[config.mk]
export PLATFORM = sky130hd
export DESIGN_NAME = led_blink_sched
export DESIGN_NICKNAME = d
export VERILOG_FILES = /design/src/rtl/led_blink_sched.sv
export SDC_FILE = /design/constraint.sdc
export NUM_CORES = 1
export LEC_CHECK = 0
export ABC_AREA = 1
export CAP_MARGIN = 20
export CORE_ASPECT_RATIO = 0.6
export CORE_UTILIZATION = 33
export DETAILED_ROUTE_END_ITERATION = 8
export GPL_ROUTABILITY_DRIVEN = 0
export HOLD_SLACK_MARGIN = 0.1
export SLEW_MARGIN = 10
export SYNTH_ARGS = -nofsm -noshare
export SYNTH_HDL_FRONTEND = slang
export SYNTH_SLANG_ARGS = --single-unit
[constraint.sdc]
create_clock -name i_clk -period 3.5 [get_ports i_clk]
set_input_delay 0.7 -clock i_clk [delete_from_list [all_inputs] [get_ports i_clk]]
set_output_delay 0.7 -clock i_clk [all_outputs]
set_load 0.02 [all_outputs]
[src/rtl/led_blink_sched.sv]
// Round-robin scheduler sharing one active-low status LED among four blink requesters.
// A granted program runs flashes x period ticks of TICK_DIV clocks, then pulses done.
module led_blink_sched #(
    parameter int unsigned TICK_DIV = 50_000
) (
    input  logic        i_clk,
    input  logic        i_rst,
    input  logic [3:0]  i_req,
    input  logic [47:0] i_on_time,
    input  logic [47:0] i_period,
    input  logic [15:0] i_flashes,
    output logic [3:0]  o_gnt,
    output logic [3:0]  o_done,
    output logic        o_busy,
    output logic        o_led
);

    localparam int unsigned PreW = $clog2(TICK_DIV);
    localparam logic [PreW-1:0] PreMax = PreW'(TICK_DIV - 1);

    typedef enum logic [1:0] {StIdle, StRun, StDone} state_t;

    state_t          r_state;
    logic [1:0]      r_idx;
    logic [1:0]      r_last;
    logic [3:0]      r_gnt;
    logic [3:0]      r_done;
    logic            r_busy;
    logic            r_led;
    logic [PreW-1:0] r_pre;
    logic [11:0]     r_tick;
    logic [3:0]      r_flash;
    logic [11:0]     r_on;
    logic [11:0]     r_per;
    logic [3:0]      r_fl;

    logic        w_found;
    logic [1:0]  w_win;
    logic [1:0]  w_cand;
    logic [11:0] w_sel_on;
    logic [11:0] w_sel_per;
    logic [3:0]  w_sel_fl;
    logic        w_pre_wrap;
    logic        w_tick_wrap;
    logic        w_last;
    logic [11:0] w_tick_nxt;

    // Search starts one past the last grant; k = 4 wraps back to r_last itself (lowest priority).
    always_comb begin
        w_found = 1'b0;
        w_win   = 2'd0;
        w_cand  = 2'd0;
        for (int k = 1; k <= 4; k++) begin
            w_cand = r_last + 2'(k);
            if (!w_found && i_req[w_cand]) begin
                w_found = 1'b1;
                w_win   = w_cand;
            end
        end
    end

    always_comb begin
        w_sel_on    = i_on_time[12*w_win +: 12];
        w_sel_per   = i_period[12*w_win +: 12];
        w_sel_fl    = i_flashes[4*w_win +: 4];
        w_pre_wrap  = (r_pre == PreMax);
        w_tick_wrap = w_pre_wrap && (r_tick == r_per - 12'd1);
        w_last      = w_tick_wrap && (r_flash == r_fl - 4'd1);
        if (w_tick_wrap) begin
            w_tick_nxt = 12'd0;
        end else if (w_pre_wrap) begin
            w_tick_nxt = r_tick + 12'd1;
        end else begin
            w_tick_nxt = r_tick;
        end
    end

    always_ff @(posedge i_clk) begin
        if (i_rst) begin
            r_state <= StIdle;
            r_idx   <= 2'd0;
            r_last  <= 2'd3;
            r_gnt   <= 4'd0;
            r_done  <= 4'd0;
            r_busy  <= 1'b0;
            r_led   <= 1'b1;
            r_pre   <= '0;
            r_tick  <= 12'd0;
            r_flash <= 4'd0;
            r_on    <= 12'd0;
            r_per   <= 12'd1;
            r_fl    <= 4'd0;
        end else begin
            r_done <= 4'd0;
            unique case (r_state)
                StIdle: begin
                    if (w_found) begin
                        r_idx   <= w_win;
                        r_last  <= w_win;
                        r_gnt   <= 4'd1 << w_win;
                        r_busy  <= 1'b1;
                        r_pre   <= '0;
                        r_tick  <= 12'd0;
                        r_flash <= 4'd0;
                        r_on    <= w_sel_on;
                        r_per   <= (w_sel_per == 12'd0) ? 12'd1 : w_sel_per;
                        r_fl    <= w_sel_fl;
                        if (w_sel_fl == 4'd0) begin
                            r_state <= StDone;
                            r_done  <= 4'd1 << w_win;
                            r_led   <= 1'b1;
                        end else begin
                            r_state <= StRun;
                            r_led   <= (w_sel_on == 12'd0);
                        end
                    end
                end
                StRun: begin
                    if (!i_req[r_idx]) begin
                        r_state <= StIdle;
                        r_gnt   <= 4'd0;
                        r_busy  <= 1'b0;
                        r_led   <= 1'b1;
                    end else if (w_last) begin
                        r_state <= StDone;
                        r_done  <= r_gnt;
                        r_led   <= 1'b1;
                    end else begin
                        r_pre  <= w_pre_wrap ? '0 : r_pre + PreW'(1);
                        r_tick <= w_tick_nxt;
                        if (w_tick_wrap) begin
                            r_flash <= r_flash + 4'd1;
                        end
                        // on_time >= period compares true for every tick, giving a fully lit period.
                        r_led <= !(w_tick_nxt < r_on);
                    end
                end
                StDone: begin
                    r_state <= StIdle;
                    r_gnt   <= 4'd0;
                    r_busy  <= 1'b0;
                    r_led   <= 1'b1;
                end
                default: begin
                    r_state <= StIdle;
                end
            endcase
        end
    end

    assign o_gnt  = r_gnt;
    assign o_done = r_done;
    assign o_busy = r_busy;
    assign o_led  = r_led;

endmodule

Word level (Yosys, flattened, before mapping)
Index checks and enable logic that the tools add are counted.

$add $sub $neg: 8. Multipliers: 1. Magnitude comparators: 6. Equal/unequal tests: 11. Shifts and indexed selects: 4. Multiplexer cells: 56. Reductions and logical operators: 21.

Operator list (number): $shiftx 48x7->12 (2); $mux 12 (6); $mux 16 (4); $mux 4 (10); $pmux 16 s2 (1); $logic_not 12->1 (2); $pmux 12 s2 (1); $add 16x1->16 const B (1); $eq 16x16->1 const B (1); $mux 2 (8); $pmux 4 s2 (2); $shiftx 16x5->4 (1); $lt 2x3->1 const B (5); $mux 1 (15); $add 12x1->12 const B (1); $eq 12x12->1 (1); $lt 12x12->1 (1); $pmux 4 s3 (1); $sub 12x1->12 const B (1); $bmux 1 s2 (5); $ne 2x2->1 const B (5); $pmux 1 s3 (2); $reduce_and 2->1 (3); $logic_and 1x1->1 (5); other kinds (19) (23).

Bits in registers: 76. Input bits: 118. Output and inout port bits: 10. Logic and storage cells: 120.

Longest topological paths before layout
Gate-level depths: netlist of run 1.

Depth in word-level cells: 19. Depth in mapped cells: 26.

Least setup slack after synthesis of run 1
No wires, ideal clock.

Path kind: register to register. From: register r_per[0]. To: register r_led (netlist: o_led). Setup time: 0.115 ns. Arrival time: 2.771 ns. Setup slack: 0.614 ns. Cell stages (with the launch flop): 24. Path buffers: 0. Cell sequence: dfxtp_1 > inv_1 > ha_1 > nand3_1 > inv_1 > nand2_1 > xor2_1 > nor2_1 > a211oi_1 > nand3_1 > nand2_1 > inv_1 > ha_1 > a21oi_1 > o21ai_0 > and2_1 > nor2_1 > o2111ai_1 > inv_1 > nand2_1 > nand2_1 > nand2_1 > nand3_1 > nand2_1.

Cells in the longest elaborated chain, start to end: 9.

RTL lines: from (decl) (line 34) `logic [11:0] r_per;`; from (signal assigned) (line 106) `r_per <= (w_sel_per == 12'd0) ? 12'd1 : w_sel_per;`; $sub 12x1->12 * (line 67) `w_tick_wrap = w_pre_wrap && (r_tick == r_per - 12'd1);`; $eq 12x12->1 * (line 67); $logic_and 1x1->1 * (line 67); $mux 12 (line 69) `if (w_tick_wrap) begin`; $lt 12x12->1 (line 135) `r_led <= !(w_tick_nxt < r_on);`; $logic_not 1->1 (line 135); $mux 1 * (line 124) `end else if (w_last) begin`; $mux 1 * (line 119) `if (!i_req[r_idx]) begin`; $pmux 1 s3 * (line 95) `unique case (r_state)`; to (signal assigned) (line 114) `r_led <= (w_sel_on == 12'd0);`; to (signal assigned) (line 135); to (decl) (line 29) `logic r_led;`.

Every way passes the cells marked *; elsewhere a longest branch is shown, timed or not. A chain may end at the register's enable or synchronous reset.

Worst setup path after layout of run 1
Ends and elaborated chain as after synthesis.

==> results_dict.tcl, run 1 <==
set metrics [dict create \
    hold_slack_ns 0.467 \
    syn_to_final_growth_pct 33.4 \
    hold_start "o_busy" \
    p_per_area_mw_per_mm2 1010 \
    cp_data_arrival_time_ns 3.39 \
    crit_top_cell "nand2_1" \
    firstDrtPassIters 5 \
    fin_crit_ns 3.16 \
    cts_max_level 3 \
    pre_cts_ws_ns 0.0310 \
    dpl.hpwl_um 14700 \
    avgSynthCellArea_um2 5.92 \
    syn-cell-area_mm2 0.00589 \
    antenna_found_initial 0 \
    die_w_um 175 \
    yosys-top-cells-area "dfxtp_1 (26%), nand2_1 (25%), inv_1 (7.5%)" \
    crit_path_start_kind "flop" \
    worstSetupEndpointType "flop" \
    cp_slowest_cell "dfxtp_1" \
    place_area_mm2 0.00747 \
    maxCapViolations 0 \
    clock_latency_ns 0.34 \
    grt_pass1_wl_um 29600 \
    fmax_mhz 317 \
    final_cell_area_mm2 0.00786 \
    r2r-start "r_per[0]" \
    ys_warn_count 0 \
    route.detailed.drc 0 \
    start_util_pct 34.0 \
    path_cells "inv_1 -> ha_1 -> nand3_2 -> inv_1 -> nand2_2 -> xor2_2 -> nor2_1 -> a211oi_1 -> nand3_1 -> buf_6 -> nand2_1 -> inv_1 -> ha_1 -> a21oi_1 -> o21ai_0 -> and2_1 -> nor2_1 -> o2111ai_1 -> inv_1 -> nand2_1 -> nand2_1 -> nand2_1 -> nand3_1 -> nand2_1" \
    status "finished clean" \
    path_class "flop to flop" \
    final-hold-violation-count 0 \
    ys_ff_latch 76 \
    drt_iter0_markers 434 \
    setup_tns_ns 0 \
    r2r-end "o_led" \
    final_nets 1260 \
    coreArea_mm2 0.0173 \
    synth_top_area_share_pct 25.8 \
    fin_crit_sh_pct 90.2 \
    port_buffers 127 \
    gr-usage-all-layers_pct 20.2 \
    maxSlewHeadroom_pct 52.3 \
    synth_edf_count 0 \
    clock_skew_ns 0.00835 \
    final_layout_size_suffix_gt1_share_pct 7.45 \
    hold_end "o_busy" \
    maxSlewViolCount 0 \
    crit_path_max_incr_delay_ns 0.35 \
    io_pins 128 \
    ys_seq_area_share_pct 25.8 \
    min_path_type "flop to flop" \
    utilization_pct 45.4 \
    grt_pass1_vias 5819 \
    syn_inst 995 \
    clk_pin_slew_worst_paths_ns 0.06 \
    ant_nets 0 \
    timing.final.ws_setup_ns 0.345 \
    cts_buffers 9 \
    r2r_slack_ns 0.34 \
    vias 6360 \
    clock-sinks 76 \
    async_flop_share_pct 0 \
    dieArea_mm2 0.0184 \
    ys_types 40 \
    fp.dieH_um 106 \
    cts_tree "built" \
    worst_pin_slew_ns 0.716 \
    leakage_uw 0.00367 \
    path_max_fanout 7 \
    post_cts_buffers 0 \
    viasPerCell 4.67 \
    grt_max_degree 49 \
    drt-total-wl_um 18100 \
    post-synth-top-count-cell "nand2_1" \
    cp.required_ns 3.73 \
    hold-path-cell-count 2 \
    insertedDiodeCount 0 \
    clk_path_buf_depth 2 \
    setup_viol 0 \
    r2r_cells 24 \
    synth.largest_area_cell "dfxtp_1" \
    synth_common_cells "nand2_1 (385), inv_1 (117), dfxtp_1 (76), nor2_1 (76), a21oi_1 (69)" \
    ys.flop_type "dfxtp_1" \
    routedWlPerCell_um 13.3 \
    peakVddDrop_uv 476 \
    root_buffer "clkbuf_16" \
    rows 37 \
    syn-num-nets 1133 \
    overflow 0 \
]
[power by group]
part	internal [uW]	total, uW	leakage (uW)	switching [uW]
clock	701	1080	0.000166	382
combinational	1930	5580	0.00288	3650
sequential	1100	1310	0.000624	209
[layout make-up]
class / instances / area [um2]
Fill cell: 1826 / 9450
Multi-Input combinational cell: 758 / 3740
Sequential cell: 76 / 1520
Timing Repair Buffer: 154 / 1500
Inverter: 123 / 462
Tap cell: 234 / 293
Clock buffer: 9 / 225
Clock inverter: 7 / 124
[cell usage in the layout (no fill, tap or decap), drive strengths merged, types with 13 or more instances in the layout]
| cell type | count |
|---|---|
| nor3 | 15 |
| ha | 20 |
| nor2 | 87 |
| clkdlybuf4s50 | 126 |
| dfxtp | 76 |
| a21oi | 69 |
| xnor2 | 13 |
| nand3 | 61 |
| inv | 124 |
| buf | 28 |
| o21ai | 36 |
| xor2 | 25 |
| nand2 | 391 |
[worst max path at each step]
| stage | startpoint | to | slack, ns | depth (start not counted) |
|---|---|---|---|---|
| 4_1_cts | r_pre[0] | o_led | 0.24 | 25 |
| 6_report | r_per[0] | o_led | 0.34 | 24 |
| 5_1_grt | r_pre[1] | o_led | -0.002 | 25 |
| 3_5_place_dp | i_req[1] | r_per[0] | 0.03 | 18 |
| 3_3_place_gp | i_req[1] | r_per[0] | 0.13 | 19 |
| 2_1_floorplan | r_per[0] | o_led | 0.61 | 23 |
[sequential cells by signal, indices dropped and copies added (netlist names), 4 cells and up]
register and flops:
r_pre 16, r_on 12, r_per 12, r_tick 12, o_done 4, o_gnt 4
r_fl 4, r_flash 4
[metal layers]
| metal | vias up | GRT usage [%] | wire, um |
|---|---|---|---|
| met2 | 174 | 27.8 | 6820 |
| met4 | 0 | 3.73 | 148 |
| li1 | 3374 | - | - |
| met3 | 17 | 3.86 | 1250 |
| met5 | - | 0 | 0 |
| met1 | 2795 | 31.8 | 9850 |
[critical path, delay by kind of cell, from the launching register on]
kind,cells,cell delay (ns)
AO/OA/AOI/OAI,4,0.55
XOR/XNOR,1,0.18
adder cells (fa/ha/maj),2,0.51
buffers and inverters,5,0.45
flip-flops,1,0.35
AND/OR/NAND/NOR,12,1.03
[metrics by stage]
step | std cells | power (uW)
2_1_floorplan | 995 | 5350
3_3_place_gp | 1345 | 6860
3_5_place_dp | 1345 | 6880
4_1_cts | 1361 | 7990
5_1_grt | 1361 | 8870
6_report | 1361 | 7980
[cells by family (layout without fill, tap and decap cells)]
family | Yosys count | count (layout) | synth area share (%)
flip-flops | 76 | 76 | 25.8
AND/OR/NAND/NOR | 574 | 574 | 40.8
AO/OA/AOI/OAI | 126 | 126 | 11.8
adder cells (fa/ha/maj) | 20 | 20 | 4.25
XOR/XNOR | 38 | 38 | 5.77
buffers and inverters | 161 | 293 | 11.5
[repair_timing]
| item | CTS | global route |
|---|---|---|
| hold endpoints to repair | 0 | 0 |
| hold buffers | 0 | 0 |
| endpoints found under the setup margin | 0 | 1 |
| gates resized for setup | 0 | 11 |
Power figures use the tool's default switching activity.
==> run 2: changes to the inputs <==
--- a/config.mk
+++ b/config.mk
@@ -12,6 +12,7 @@
 export DETAILED_ROUTE_END_ITERATION = 8
 export GPL_ROUTABILITY_DRIVEN = 0
 export HOLD_SLACK_MARGIN = 0.1
+export PLACE_DENSITY = 0.61
 export SLEW_MARGIN = 10
 export SYNTH_ARGS = -nofsm -noshare
 export SYNTH_HDL_FRONTEND = slang
==> results_dict.tcl, run 2 (same netlist as run 1, synthesis figures left out) <==
set metrics [dict create \
    setup_tns_ns 0 \
    cts_tree "built" \
    clock-sinks 76 \
    final_cell_area_mm2 0.00781 \
    cts_max_level 3 \
    seqCellArea_mm2 0.00152 \
    path_max_fanout 7 \
    r2r_slack_ns 0.34 \
    antenna_found_initial 0 \
    peakVddDrop_uv 637 \
    p_total_uw 7840 \
    io_pins 128 \
    mostFrequentLayoutCell "nand2_1" \
    cts_hold_buffers 0 \
    layout_common_cells "nand2_1 (385), clkdlybuf4s50_1 (126), inv_1 (117)" \
    largest_reg_flops 16 \
    fmax_mhz 316 \
    maxCapViolations 0 \
    syn_to_final_growth_pct 32.5 \
    grt_pass1_wl_um 30100 \
    gr-usage-all-layers_pct 20.7 \
    path_class "flop to flop" \
    status "finished clean" \
    worst_pin_slew_ns 0.734 \
    cts_buffers 9 \
    insertedDiodeCount 0 \
    r2r-start "r_per[0]" \
    coreArea_mm2 0.0173 \
    leakage_uw 0.00363 \
    crit_path_start_kind "flop" \
    dieArea_mm2 0.0184 \
    final_cells 1357 \
    root_buffer "clkbuf_16" \
    firstDrtPassIters 7 \
    dpl.hpwl_um 15100 \
    multi_input_area_mm2 0.00374 \
    final_nets 1256 \
    r2r_cells 22 \
    fin_crit_ns 3.16 \
    start_util_pct 34.0 \
    regMostFlops "r_pre" \
    ant_nets 0 \
    viasPerCell 4.72 \
    cp.required_ns 3.73 \
    clk_path_buf_depth 2 \
    place_area_mm2 0.00743 \
    die_w_um 175 \
    setup_viol 0 \
    dp.cells 1339 \
    min_path_type "flop to flop" \
    clock_latency_ns 0.34 \
    fillers 1815 \
    utilization_pct 45.1 \
    clk_pin_slew_worst_paths_ns 0.06 \
    maxSlewHeadroom_pct 51.0 \
    drt-total-wl_um 18700 \
    drt_iter0_markers 529 \
    hold-path-cell-count 2 \
    final_layout_size_suffix_gt1_share_pct 6.95 \
    overflow 0 \
    grt_max_degree 49 \
    hold_start "r_per[1]" \
    maxSlewViolCount 0 \
    rsz0062_at_grt "false" \
    fp.dieH_um 106 \
    port_buffers 127 \
    r2r-end "o_led" \
    clock_skew_ns 0.00925 \
    routedWlPerCell_um 13.8 \
    rows 37 \
    grt_pass1_vias 5833 \
    cp_data_arrival_time_ns 3.40 \
    route.detailed.drc 0 \
    p_per_area_mw_per_mm2 1000 \
    vias 6401 \
    fin_crit_sh_pct 90.4 \
    hold_end "r_per[1]" \
    worstSetupEndpointType "flop" \
    final-hold-violation-count 0 \
]
[run 2: per-layer routing]
layer  share of wire [%]  vias up  global-route usage (%)
met2                  37      201                    27.2
met1                  55     2824                    33.7
met5                   0        -                       0
li1                    -     3368                       -
met4                0.39        0                    2.86
met3                 7.6        8                    4.08
[run 2: power breakdown]
group / total, uW / leakage [uW] / switching (uW) / internal, uW
sequential: 1310 / 0.000623 / 213 / 1100
combinational: 5510 / 0.00285 / 3620 / 1890
clock: 1020 / 0.000156 / 392 / 628
total: 7840 / 0.00363 / 4220 / 3620
[run 2: timing repair]
item | in CTS | in global routing
buffers inserted | 0 | 2
resized for setup | 0 | 7
endpoints found under the setup margin | 0 | 1
[run 2: worst max path at each step]
stage / startpoint / endpoint / slack [ns] / cells after the start
after floorplan: r_per[0] / o_led / 0.61 / 23
after global placement: i_req[3] / r_per[0] / 0.21 / 19
after detailed placement: i_req[1] / r_pre[9] / 0.19 / 14
after CTS: r_pre[0] / o_led / 0.24 / 23
after global routing: r_per[0] / o_led / 0.02 / 22
final: r_per[0] / o_led / 0.34 / 22
[run 2: metrics by stage]
| step | worst slack (ns) | hold WS (ns) |
|---|---|---|
| 6_report | 0.337 | 0.486 |
| 3_3_place_gp | 0.209 | 0.468 |
| 2_1_floorplan | 0.614 | 0.456 |
| 3_5_place_dp | 0.186 | 0.474 |
| 4_1_cts | 0.240 | 0.485 |
| 5_1_grt | 0.0188 | 0.494 |
[run 2: cell type report]
class | count | share of cell area [%]
well taps | 234 | 3.75
clock buffers | 9 | 2.88
flip-flops and latches | 76 | 19.5
inverters | 123 | 5.91
repair buffers | 150 | 18.9
clock inverters | 7 | 1.27
multi-input cells | 758 | 47.8
[run 2: critical path, stage by stage, from the launching register on]
cell and delay [ns]:
dfxtp_1 0.33, inv_1 0.08, ha_1 0.22, buf_4 0.14
xnor2_1 0.16, xor2_1 0.22, nand4_1 0.12, a211oi_1 0.23
nand3_2 0.21, nand2_1 0.10, inv_1 0.05, ha_1 0.28
a21oi_1 0.15, o21ai_0 0.10, and2_1 0.14, nor2_1 0.08
o2111ai_1 0.10, inv_1 0.07, nand2_1 0.05, nand2_1 0.06
nand2_1 0.05, nand3_1 0.06, nand2_1 0.05
==> run 3: changes to the inputs <==
--- a/config.mk
+++ b/config.mk
@@ -8,6 +8,7 @@
 export ABC_AREA = 1
 export CAP_MARGIN = 20
 export CORE_ASPECT_RATIO = 0.6
+export CORE_MARGIN = 3
 export CORE_UTILIZATION = 33
 export DETAILED_ROUTE_END_ITERATION = 8
 export GPL_ROUTABILITY_DRIVEN = 0
==> results_dict.tcl, run 3 (same netlist as run 1, synthesis figures left out) <==
set metrics [dict create \
    crit_path_max_incr_delay_ns 0.34 \
    dpl.hpwl_um 15000 \
    root_buffer "clkbuf_16" \
    drt_iter0_markers 580 \
    port_buffers 127 \
    fmax_mhz 307 \
    timing.final.ws_setup_ns 0.245 \
    p_total_uw 7860 \
    fin_crit_sh_pct 93.0 \
    clock_power_share_pct 12.3 \
    cts_hold_buffers 0 \
    final-hold-violation-count 0 \
    min_path_type "flop to flop" \
    final_layout_size_suffix_gt1_share_pct 7.82 \
    final_cells 1359 \
    peakVddDrop_uv 497 \
    use_met1_pct 32.0 \
    use_met2_pct 26.4 \
    fin_crit_ns 3.25 \
    largest_reg_flops 16 \
    cts_tree "built" \
    p_per_area_mw_per_mm2 1000 \
    layout_common_cells "nand2_1 (384), clkdlybuf4s50_1 (126), inv_1 (117)" \
    antenna_found_initial 0 \
    setup_tns_ns 0 \
    dp.cells 1341 \
    final_nets 1258 \
    worst_pin_slew_ns 0.756 \
    setup_viol 0 \
    place_area_mm2 0.00744 \
    grt_pass1_wl_um 30400 \
    clk_path_buf_depth 2 \
    ant_nets 0 \
    fp.dieH_um 110 \
    coreArea_mm2 0.0173 \
    use_met3_pct 3.45 \
    status "finished clean" \
    path_max_fanout 6 \
    mostFrequentLayoutCell "nand2_1" \
    dieArea_mm2 0.0196 \
    seqPwrFrac_pct 16.7 \
    gr-usage-all-layers_pct 19.6 \
    final_cell_area_mm2 0.00783 \
    path_class "flop to flop" \
    route.detailed.drc 0 \
    cp_data_arrival_time_ns 3.49 \
    drt-total-wl_um 18900 \
    die_w_um 179 \
    vias 6459 \
    switchingPower_uw 4290 \
    worstSetupEndpointType "flop" \
    pre_cts_ws_ns 0.149 \
    grt-busiest-layer "met1" \
    cts_max_level 3 \
    routedWlPerCell_um 13.9 \
    cp.required_ns 3.73 \
    crit_top_cell "nand2_1" \
    firstDrtPassIters 5 \
    io_pins 128 \
    clock-sinks 76 \
    insertedDiodeCount 0 \
    maxCapViolations 0 \
    viasPerCell 4.75 \
    overflow 0 \
    grt_pass1_vias 5810 \
    rows 37 \
    clock_latency_ns 0.35 \
    start_util_pct 34.0 \
    cts_buffers 9 \
    maxSlewHeadroom_pct 49.6 \
    grt_max_degree 49 \
    swShare_pct 54.7 \
    path_cells "ha_1 -> inv_1 -> nor2_2 -> nand3_2 -> nor3_2 -> inv_1 -> nor2_1 -> nand4_1 -> a211oi_2 -> nand3_2 -> nand2_1 -> inv_1 -> ha_1 -> a21oi_2 -> o21ai_0 -> and2_1 -> nor2_1 -> o2111ai_1 -> inv_1 -> nand2_1 -> nand2_1 -> nand2_1 -> nand3_1 -> nand2_1" \
    p_comb_share_pct 71.0 \
    regMostFlops "r_pre" \
    crit_path_start_kind "flop" \
    syn_to_final_growth_pct 32.8 \
    clk_pin_slew_worst_paths_ns 0.06 \
    cp_slowest_cell "dfxtp_1" \
    leakage_uw 0.00363 \
    clock_skew_ns 0.0113 \
    maxSlewViolCount 0 \
    p_int_uw 3560 \
]
run 3: cell count changes in the layout (fill, tap and decap cells not counted), moves of 2 or more:
| cell | before | now |
|---|---|---|
| buf_4 | 20 | 23 |
| a221oi_1 | 2 | 0 |
| a221oi_2 | 1 | 3 |
| inv_6 | 1 | 3 |
| nand3_1 | 56 | 54 |
| nand3_2 | 4 | 6 |
run 3: routing by layer:
| metal | vias to the layer above | wire length (um) | part of all wire (%) |
|---|---|---|---|
| met2 | 201 | 7120 | 38 |
| met4 | 0 | 147 | 0.78 |
| met3 | 13 | 1300 | 6.9 |
| li1 | 3370 | - | - |
| met1 | 2875 | 10300 | 55 |
| met5 | - | 0 | 0 |
run 3: worst paths after layout:
kind / start / endpoint / slack, ns / depth (start not counted)
setup / recovery: r_pre[1] / o_led / 0.25 / 24
setup reg to reg: r_pre[1] / o_led / 0.25 / 24
hold / removal: o_led / o_led / 0.48 / 2
hold reg to reg: o_led / o_led / 0.48 / 2
run 3: critical path, delay by kind of cell (launching register included):
kind | cells | cell delay (ns)
AND/OR/NAND/NOR | 14 | 1.47
AO/OA/AOI/OAI | 4 | 0.55
adder cells (fa/ha/maj) | 2 | 0.46
flip-flops | 1 | 0.34
buffers and inverters | 4 | 0.31
run 3: area by class of cell:
type | instances | area (um2)
fillers | 1840 | 9490
clock inverters | 7 | 80.1
inverters | 123 | 462
repair buffers | 152 | 1480
multi-input cells | 758 | 3770
flip-flops and latches | 76 | 1520
well taps | 234 | 293
clock buffers | 9 | 225
run 3: power groups by stage:
stage               Sequential [uW]  Combinational (uW)  Clock, uW
floorplan                      1270                4080          0
global placement               1310                5480          0
detailed placement             1310                5480          0
CTS                            1300                5500        988
global route                   1340                6340       1030
finish                         1310                5580        968
run 3: what timing repair did:
item                       in CTS  in global routing
setup buffers                   0                  2
resized for setup               0                 15
setup endpoints to repair       0                  1
run 3: stage by stage:
step	util [%]	hold WS, ns
floorplan	-	0.456
global placement	42.9	0.464
detailed placement	42.9	0.463
CTS	44.7	0.479
global route	45.2	0.514
finish	45.2	0.477
